===== src/rtl/param_divider.sv =====
// Sequential restoring divider: one quotient bit per cycle, signed or unsigned operands,
// with divide-by-zero and quotient-overflow detection against a narrower QW-bit result.
module param_divider #(
    parameter int DW = 10,
    parameter int VW = 5,
    parameter int QW = 6
) (
    input  logic          clk,
    input  logic          rst,
    input  logic          start,
    input  logic          finish,
    input  logic          sgn,
    input  logic [DW-1:0] AIN,
    input  logic [VW-1:0] DIN,
    output logic [QW-1:0] QUO,
    output logic [VW-1:0] REM,
    output logic          busy,
    output logic          done,
    output logic          divby0,
    output logic          overflow
);
    typedef enum logic [1:0] {IDLE, CHECK, RUN, DONE} state_t;

    localparam int CW = $clog2(DW + 1);
    localparam logic [DW:0] ULIM = (DW+1)'(1) << QW;
    localparam logic [DW:0] SLIM = (DW+1)'(1) << (QW - 1);

    state_t        state, state_nxt;
    logic [CW-1:0] cnt;
    logic [DW-1:0] a_cap;
    logic [VW-1:0] d_cap;
    logic          sgn_cap;
    logic [DW-1:0] q_work;
    logic [VW-1:0] r_work;
    logic [VW-1:0] d_mag;
    logic          neg_q, neg_r;

    logic [DW-1:0] a_mag_c;
    logic [VW-1:0] d_mag_c;
    logic [VW:0]   trial_sh;
    logic [VW-1:0] trial_diff;
    logic          trial_ge;
    logic [VW-1:0] r_step;
    logic [DW-1:0] q_step;
    logic          ovf_fin;

    function automatic logic ovf_check(input logic [DW-1:0] qm, input logic s, input logic nq);
        logic [DW:0] qx;
        qx = {1'b0, qm};
        if (!s)      return (qx >= ULIM);
        else if (nq) return (qx > SLIM);
        else         return (qx >= SLIM);
    endfunction

    function automatic logic [QW-1:0] quo_fix(input logic [DW-1:0] qm, input logic nq);
        logic signed [DW-1:0] qs;
        qs = nq ? -$signed(qm) : $signed(qm);
        return qs[QW-1:0];
    endfunction

    function automatic logic [VW-1:0] rem_fix(input logic [VW-1:0] rm, input logic nr);
        logic signed [VW-1:0] rs;
        rs = nr ? -$signed(rm) : $signed(rm);
        return rs;
    endfunction

    always_comb begin
        a_mag_c    = (sgn_cap && a_cap[DW-1]) ? -a_cap : a_cap;
        d_mag_c    = (sgn_cap && d_cap[VW-1]) ? -d_cap : d_cap;
        // The difference is only kept when it is below d_mag, so VW bits suffice.
        trial_sh   = {r_work, q_work[DW-1]};
        trial_ge   = (trial_sh >= {1'b0, d_mag});
        trial_diff = trial_sh[VW-1:0] - d_mag;
        r_step     = trial_ge ? trial_diff : trial_sh[VW-1:0];
        q_step     = {q_work[DW-2:0], trial_ge};
        ovf_fin    = ovf_check(q_step, sgn_cap, neg_q);
    end

    always_ff @(posedge clk or posedge rst) begin
        if (rst) state <= IDLE;
        else     state <= state_nxt;
    end

    always_comb begin
        state_nxt = state;
        unique case (state)
            IDLE:    if (start) state_nxt = CHECK;
            CHECK:   state_nxt = (d_cap == '0) ? DONE : RUN;
            RUN:     if (cnt <= CW'(1)) state_nxt = DONE;
            DONE:    if (finish) state_nxt = IDLE;
            default: state_nxt = IDLE;
        endcase
    end

    always_comb begin
        busy = (state == CHECK) || (state == RUN);
        done = (state == DONE);
    end

    // Operand capture and working registers carry no reset.
    always_ff @(posedge clk) begin
        unique case (state)
            IDLE: if (start) begin
                a_cap   <= AIN;
                d_cap   <= DIN;
                sgn_cap <= sgn;
            end
            CHECK: begin
                q_work <= a_mag_c;
                r_work <= '0;
                d_mag  <= d_mag_c;
                neg_q  <= sgn_cap & (a_cap[DW-1] ^ d_cap[VW-1]);
                neg_r  <= sgn_cap & a_cap[DW-1];
            end
            RUN: begin
                q_work <= q_step;
                r_work <= r_step;
            end
            default: ;
        endcase
    end

    always_ff @(posedge clk or posedge rst) begin
        if (rst) begin
            cnt      <= '0;
            QUO      <= '0;
            REM      <= '0;
            divby0   <= 1'b0;
            overflow <= 1'b0;
        end else begin
            unique case (state)
                CHECK: begin
                    if (d_cap == '0) begin
                        divby0   <= 1'b1;
                        overflow <= 1'b0;
                        QUO      <= '0;
                        REM      <= '0;
                    end else begin
                        cnt <= CW'(DW);
                    end
                end
                RUN: begin
                    cnt <= cnt - 1'b1;
                    if (cnt <= CW'(1)) begin
                        overflow <= ovf_fin;
                        QUO      <= ovf_fin ? '0 : quo_fix(q_step, neg_q);
                        REM      <= ovf_fin ? '0 : rem_fix(r_step, neg_r);
                    end
                end
                DONE: if (finish) begin
                    divby0   <= 1'b0;
                    overflow <= 1'b0;
                end
                default: ;
            endcase
        end
    end
endmodule


===== config.mk =====
export PLATFORM = sky130hd
export DESIGN_NAME = param_divider
export DESIGN_NICKNAME = d
export VERILOG_FILES = /design/src/rtl/param_divider.sv
export SDC_FILE = /design/constraint.sdc
export NUM_CORES = 1
export LEC_CHECK = 0
export CAP_MARGIN = 10
export CORE_MARGIN = 10
export CORE_UTILIZATION = 50
export DETAILED_ROUTE_END_ITERATION = 16
export PLACE_DENSITY = 0.81
export SYNTH_ARGS = -nofsm -noshare
export SYNTH_HDL_FRONTEND = slang
export SYNTH_SLANG_ARGS = --single-unit

===== constraint.sdc =====
create_clock -name clk -period 5.6 [get_ports clk]
set_clock_uncertainty 0.15 [all_clocks]
set_input_delay 1.12 -clock clk [delete_from_list [all_inputs] [get_ports clk]]
set_output_delay 1.12 -clock clk [all_outputs]
set_load 0.01 [all_outputs]

# == Yosys cells after proc, flatten, opt, wreduce, memory -nomap -nowiden ==
# Cells that the tools add are included.
# totals
out_inout_bits,15
input_bits,20
reg_bits,57
elab_cells,80
# op_classes
mux,30
order_cmp,5
n_addsub,6
bitwise_logic,3
eq_ne,8
reduce_logical,14
# ops
operator,count
2-to-1 mux 5 bit,6
2-to-1 mux 6 bit,4
one-hot mux 10 bit (2 select lines),1
one-hot mux 5 bit (2 select lines),2
one-hot mux 6 bit (2 select lines),1
greater-or-equal comparator 10 x 6 -> 1 bit (second input constant),1
greater-or-equal comparator 10 x 7 -> 1 bit (second input constant),1
> comparator 10 x 6 -> 1 bit (second input constant),1
2-to-1 mux 10 bit,1
inequality test 2 bit (second input constant),5
negator 10 bit,1
negator 5 bit,2
AND reduction 3 bit,3
one-hot mux 2 bit (4 select lines),1
one-hot mux 4 bit (2 select lines),1
2-to-1 mux 1 bit,7
greater-or-equal comparator 6 x 5 -> 1 bit,1
2-to-1 mux 2 bit,3
negator 6 bit,1
zero test 5 bit,1
subtractor 5 bit,1
== test 2 bit (second input constant),2
less-or-equal comparator 4 x 1 -> 1 bit (second input constant),1
2-to-1 mux 4 bit,1
13 further kinds,17

# == Logic depth before layout (Yosys ltp) ==
# logic_depth
word_depth,7
ltp_mapped,13
mapped_depth_nobuf,13

# == Worst setup path after synthesis ==
# Ideal clock, no wire load.
# synth_timing
kind,flip-flop to flip-flop
startpoint,register q_work[9]
endpoint,register REM[4]
setup_ns,0.122
setup_slack_ns,2.852
required_time_ns,5.328
path_stages_with_launch,14
t_arrival_ns,2.477
path_cell_list,edfxtp_1 > inv_1 > ha_1 > inv_1 > fa_1 > a21oi_2 > o221ai_4 > inv_6 > mux2i_1 > ha_1 > nand3_1 > o211ai_1 > xnor2_1 > o21ai_2
# synth_between
elab_chain_len,7
word_cells_on_any_way,13
# synth_lines
item,line_no,text
from (decl),33,logic [DW-1:0] q_work;
from (signal assigned),109,q_work <= a_mag_c;
from (signal assigned),116,q_work <= q_step;
greater-or-equal comparator 6 x 5 -> 1 bit or subtractor 5 bit (tied branches),"72, 73",
"greater-or-equal comparator 10 x 6 -> 1 bit, or another cell as far along",52,else return (qx >= SLIM);
2-to-1 mux 1 bit or negator 5 bit (tied branches),"51, 63",
2-to-1 mux 1 bit or 2-to-1 mux 5 bit (tied branches),"50, 63",
2-to-1 mux 5 bit (*),147,"REM <= ovf_fin ? '0 : rem_fix(r_step, neg_r);"
2-to-1 mux 5 bit (*),144,if (cnt <= CW'(1)) begin
one-hot mux 5 bit (2 select lines) (*),131,unique case (state)
to (signal assigned),147,
to (decl),16,"output logic [VW-1:0] REM,"
# Every way passes the cells marked *; elsewhere a longest branch is shown, timed or not. The select of a mux whose other input is x is not followed.
# A chain may end at the register's enable or synchronous reset.

# == Worst setup path in the final report ==
# layout_timing
startpoint,register state[1]
endpoint,output busy
# layout_between
elab_chain_len,2
word_cells_on_any_way,3
# layout_lines
item,line_no,text
from (decl),28,"state_t state, state_nxt;"
from (signal assigned),81,else state <= state_nxt;
== test 2 x 1 -> 1 bit or == test 2 bit (tied branches),96,busy = (state == CHECK) || (state == RUN);
logical OR 1 bit (*),96,
to (decl),17,"output logic busy,"
# Every way passes the cells marked *; elsewhere a longest branch is shown, timed or not.

==> results.toml <==
[drt]
detail-route-antenna-nets = 0
viasPerCell = 5.30
wire_per_inst_um = 14.5
vias = 2084
drt_first_pass_iters = 4
route.detailed.drc = 0
wirelength_mm = 5.71
drtIter0Drc = 72

[critical_path]
path_class = "flop to output port"
endpoint_kind = "output port"
crit_family = "buffers and inverters"
rr_worst_depth = 12
crit_path_top_delay_cell = "ha_1"
crit_chain = "inv_1, ha_1, clkdlybuf4s50_1"
r2r_slack_ns = 2.57
cp-start-kind = "flop"
crit_required_ns = 4.33
r2r_end = "REM[4]"
path_buf_inv = 2
r2r_start = "q_work[9]"
critPathMaxStageDelay_ns = 0.75
arrival_ns = 2.28
critPathMaxFanout = 18

[status]
status = "completed"

[sta]
rsz0062_at_grt = "no"
finalSetupViolCount = 0
min_period_ns = 3.55
fin_setup_tns_ns = 0
fmax_mhz = 282
report.final.slew_viol_count = 0
hold_viol_final = 0
slew_headroom_pct = 46.4
holdWs_ns = 0.323
worst_pin_slew_ns = 0.804
finalCritPeriodShare_pct = 63.4

[die]
io_pins = 35
start_util_pct = 51.4
row_count = 28
core_area_um2 = 5890
dieHeight_um = 97.8
die_area_um2 = 9570
die_w_um = 97.8

[clock_network]
numClockSinks = 57
cts_tree = "built"
cts-root-buf = "clkbuf_8"
htreeDepth = 3
numCtsBuffers = 9
clock_latency_ns = 0.34
clockBufferDepth = 2
clk_pin_slew_ns = 0.06
cts_resized = 0
postCtsSetupRepairBufs = 0
holdBufCountCts = 0

[min_path]
hold_path.class = "flop to flop"
min_from = "REM[2]"
whs_endpoint = "REM[2]"
whs_path_depth = 2

[final_layout]
areaGrowthSynthToFinish_pct = 19.7
layout.nets = 351
num_antenna_cells = 0
mostFrequentLayoutCells = "edfxtp_1, nand2_1, clkdlybuf4s50_1, inv_1"
layout_commonest_cell = "edfxtp_1"
stdcell_count = 393
drive_gt1_share_pct = 10.4

[synthesis]
netlist_instances = 273
syn_nets = 311
ys_types = 41
yosysSeqAreaShare_pct = 53.4
ys_ff_latch = 57
yosysWarningCount = 0
syn_area_um2 = 3030
synth_area_per_cell_um2 = 11.1

[placed_design]
port_buffers = 34
dp_cells = 377
hpwl_mm = 4.31
gp_congestion = 0.808

[pwr]
p_leak_nw = 1.48
ir_worst_vdd_uv = 284
power_density_nw_per_um2 = 587

[global_route]
grt_pass1_wl_mm = 10.2
globalRouteOverflowTotal = 0
antenna_found_initial = 0
grt_max_degree = 27
track_usage_pct = 12.9
grt_pass1_vias = 2201

[run]
cap_viol_max_count = 0
[cells by family (layout without fill, tap and decap cells)]
| group | after synthesis | in the layout | share of synthesized area (%) |
|---|---|---|---|
| compound gates | 59 | 59 | 13.8 |
| mux | 9 | 9 | 3.14 |
| fa+ha+maj | 18 | 18 | 7.69 |
| simple gates | 78 | 78 | 11.7 |
| flops | 57 | 57 | 53.4 |
| buf+inv | 31 | 76 | 4.30 |
| xor+xnor | 21 | 21 | 6.07 |
[worst max path at each step]
stage	cells after the start	slack [ns]	startpoint	end
after floorplan	13	2.85	q_work[9]	REM[4]
after global placement	3	2.46	state[0]	busy
after detailed placement	3	2.41	state[1]	busy
after CTS	3	2.02	state[0]	busy
after global routing	3	1.89	state[1]	busy
final	3	2.05	state[1]	busy
[worst reg2reg max path, stage by stage, from the launching register on]
cell and delay (ns):
edfxtp_1 0.41, inv_1 0.09, ha_1 0.16, inv_1 0.05
fa_1 0.42, a21oi_2 0.18, o221ai_4 0.22, o21ai_0 0.43
ha_1 0.26, nand3_1 0.09, o211ai_1 0.22, xnor2_1 0.16
o21ai_2 0.08
[cells in the mapped netlist]
cell | n | share of area, %
ha_1 | 17 | 7.0
o311ai_0 | 1 | 0.29
nand3_1 | 6 | 0.99
xor2_1 | 11 | 3.2
nand2_1 | 37 | 4.6
o41ai_1 | 1 | 0.29
nand3b_1 | 3 | 0.74
nor3b_1 | 1 | 0.25
o31ai_1 | 6 | 1.5
buf_2 | 1 | 0.17
buf_6 | 1 | 0.37
edfxtp_1 | 38 | 38
a22o_1 | 1 | 0.29
and2_1 | 3 | 0.62
fa_1 | 1 | 0.66
o211ai_1 | 2 | 0.50
inv_1 | 25 | 3.1
a32oi_1 | 1 | 0.29
or3b_1 | 1 | 0.29
o21ai_0 | 19 | 3.1
clkbuf_1 | 3 | 0.37
a21oi_4 | 1 | 0.54
or3_1 | 1 | 0.21
nor2b_1 | 1 | 0.21
mux2i_1 | 5 | 1.7
dfrtp_1 | 19 | 16
nor3_1 | 2 | 0.33
mux2_2 | 4 | 1.5
nand2_4 | 1 | 0.37
o221ai_1 | 1 | 0.29
a21oi_1 | 12 | 2.0
a21oi_2 | 1 | 0.29
inv_6 | 1 | 0.29
o221ai_4 | 1 | 0.87
o211ai_2 | 1 | 0.41
nor2_1 | 18 | 2.2
a31oi_1 | 1 | 0.21
nand2b_1 | 3 | 0.62
xnor2_1 | 10 | 2.9
nor4_1 | 1 | 0.21
o21ai_2 | 10 | 2.9
[per-stage QoR]
stage               utilization, %  setup slack, ns  instance area [µm²]  total power (W)
floorplan                        -             2.85                 3030          0.00151
finish                        61.6             2.05                 3620          0.00213
global route                  61.6             1.89                 3620          0.00230
global placement              58.4             2.46                 3430          0.00173
detailed placement            58.4             2.41                 3430          0.00176
CTS                           61.6             2.02                 3620          0.00214
[state kept, by name, summed over array words and instances (netlist names)]
| signal | cells |
|---|---|
| QUO | 6 |
| REM | 5 |
| a_cap | 10 |
| cnt | 4 |
| d_cap | 5 |
| d_mag | 5 |
| divby0 | 1 |
| neg_q | 1 |
| neg_r | 1 |
| overflow | 1 |
| q_work | 10 |
| r_work | 5 |
| sgn_cap | 1 |
| state | 2 |
[power breakdown]
group	internal (W)	switching (W)
combinational	0.000399	0.000596
sequential	0.000652	0.000112
clock	0.000216	0.000154
[final cells by class]
| class | instances | area [µm²] |
|---|---|---|
| clock inverters | 3 | 40.0 |
| clock buffers | 13 | 149 |
| inverters | 26 | 103 |
| well taps | 75 | 93.8 |
| flip-flops and latches | 57 | 1620 |
| fillers | 484 | 2260 |
| multi-input cells | 185 | 1280 |
| repair buffers | 34 | 340 |
[routing by layer]
| layer | vias to the layer above | track usage (%) | share of wire, % |
|---|---|---|---|
| met2 | 51 | 21.6 | 49 |
| met3 | 10 | 3.74 | 6.0 |
| met1 | 986 | 13.8 | 43 |
| met4 | 0 | 8.84 | 2.9 |
| li1 | 1037 | - | - |
| met5 | - | 0 | 0 |
No activity file was read; power rests on OpenSTA's default activity.
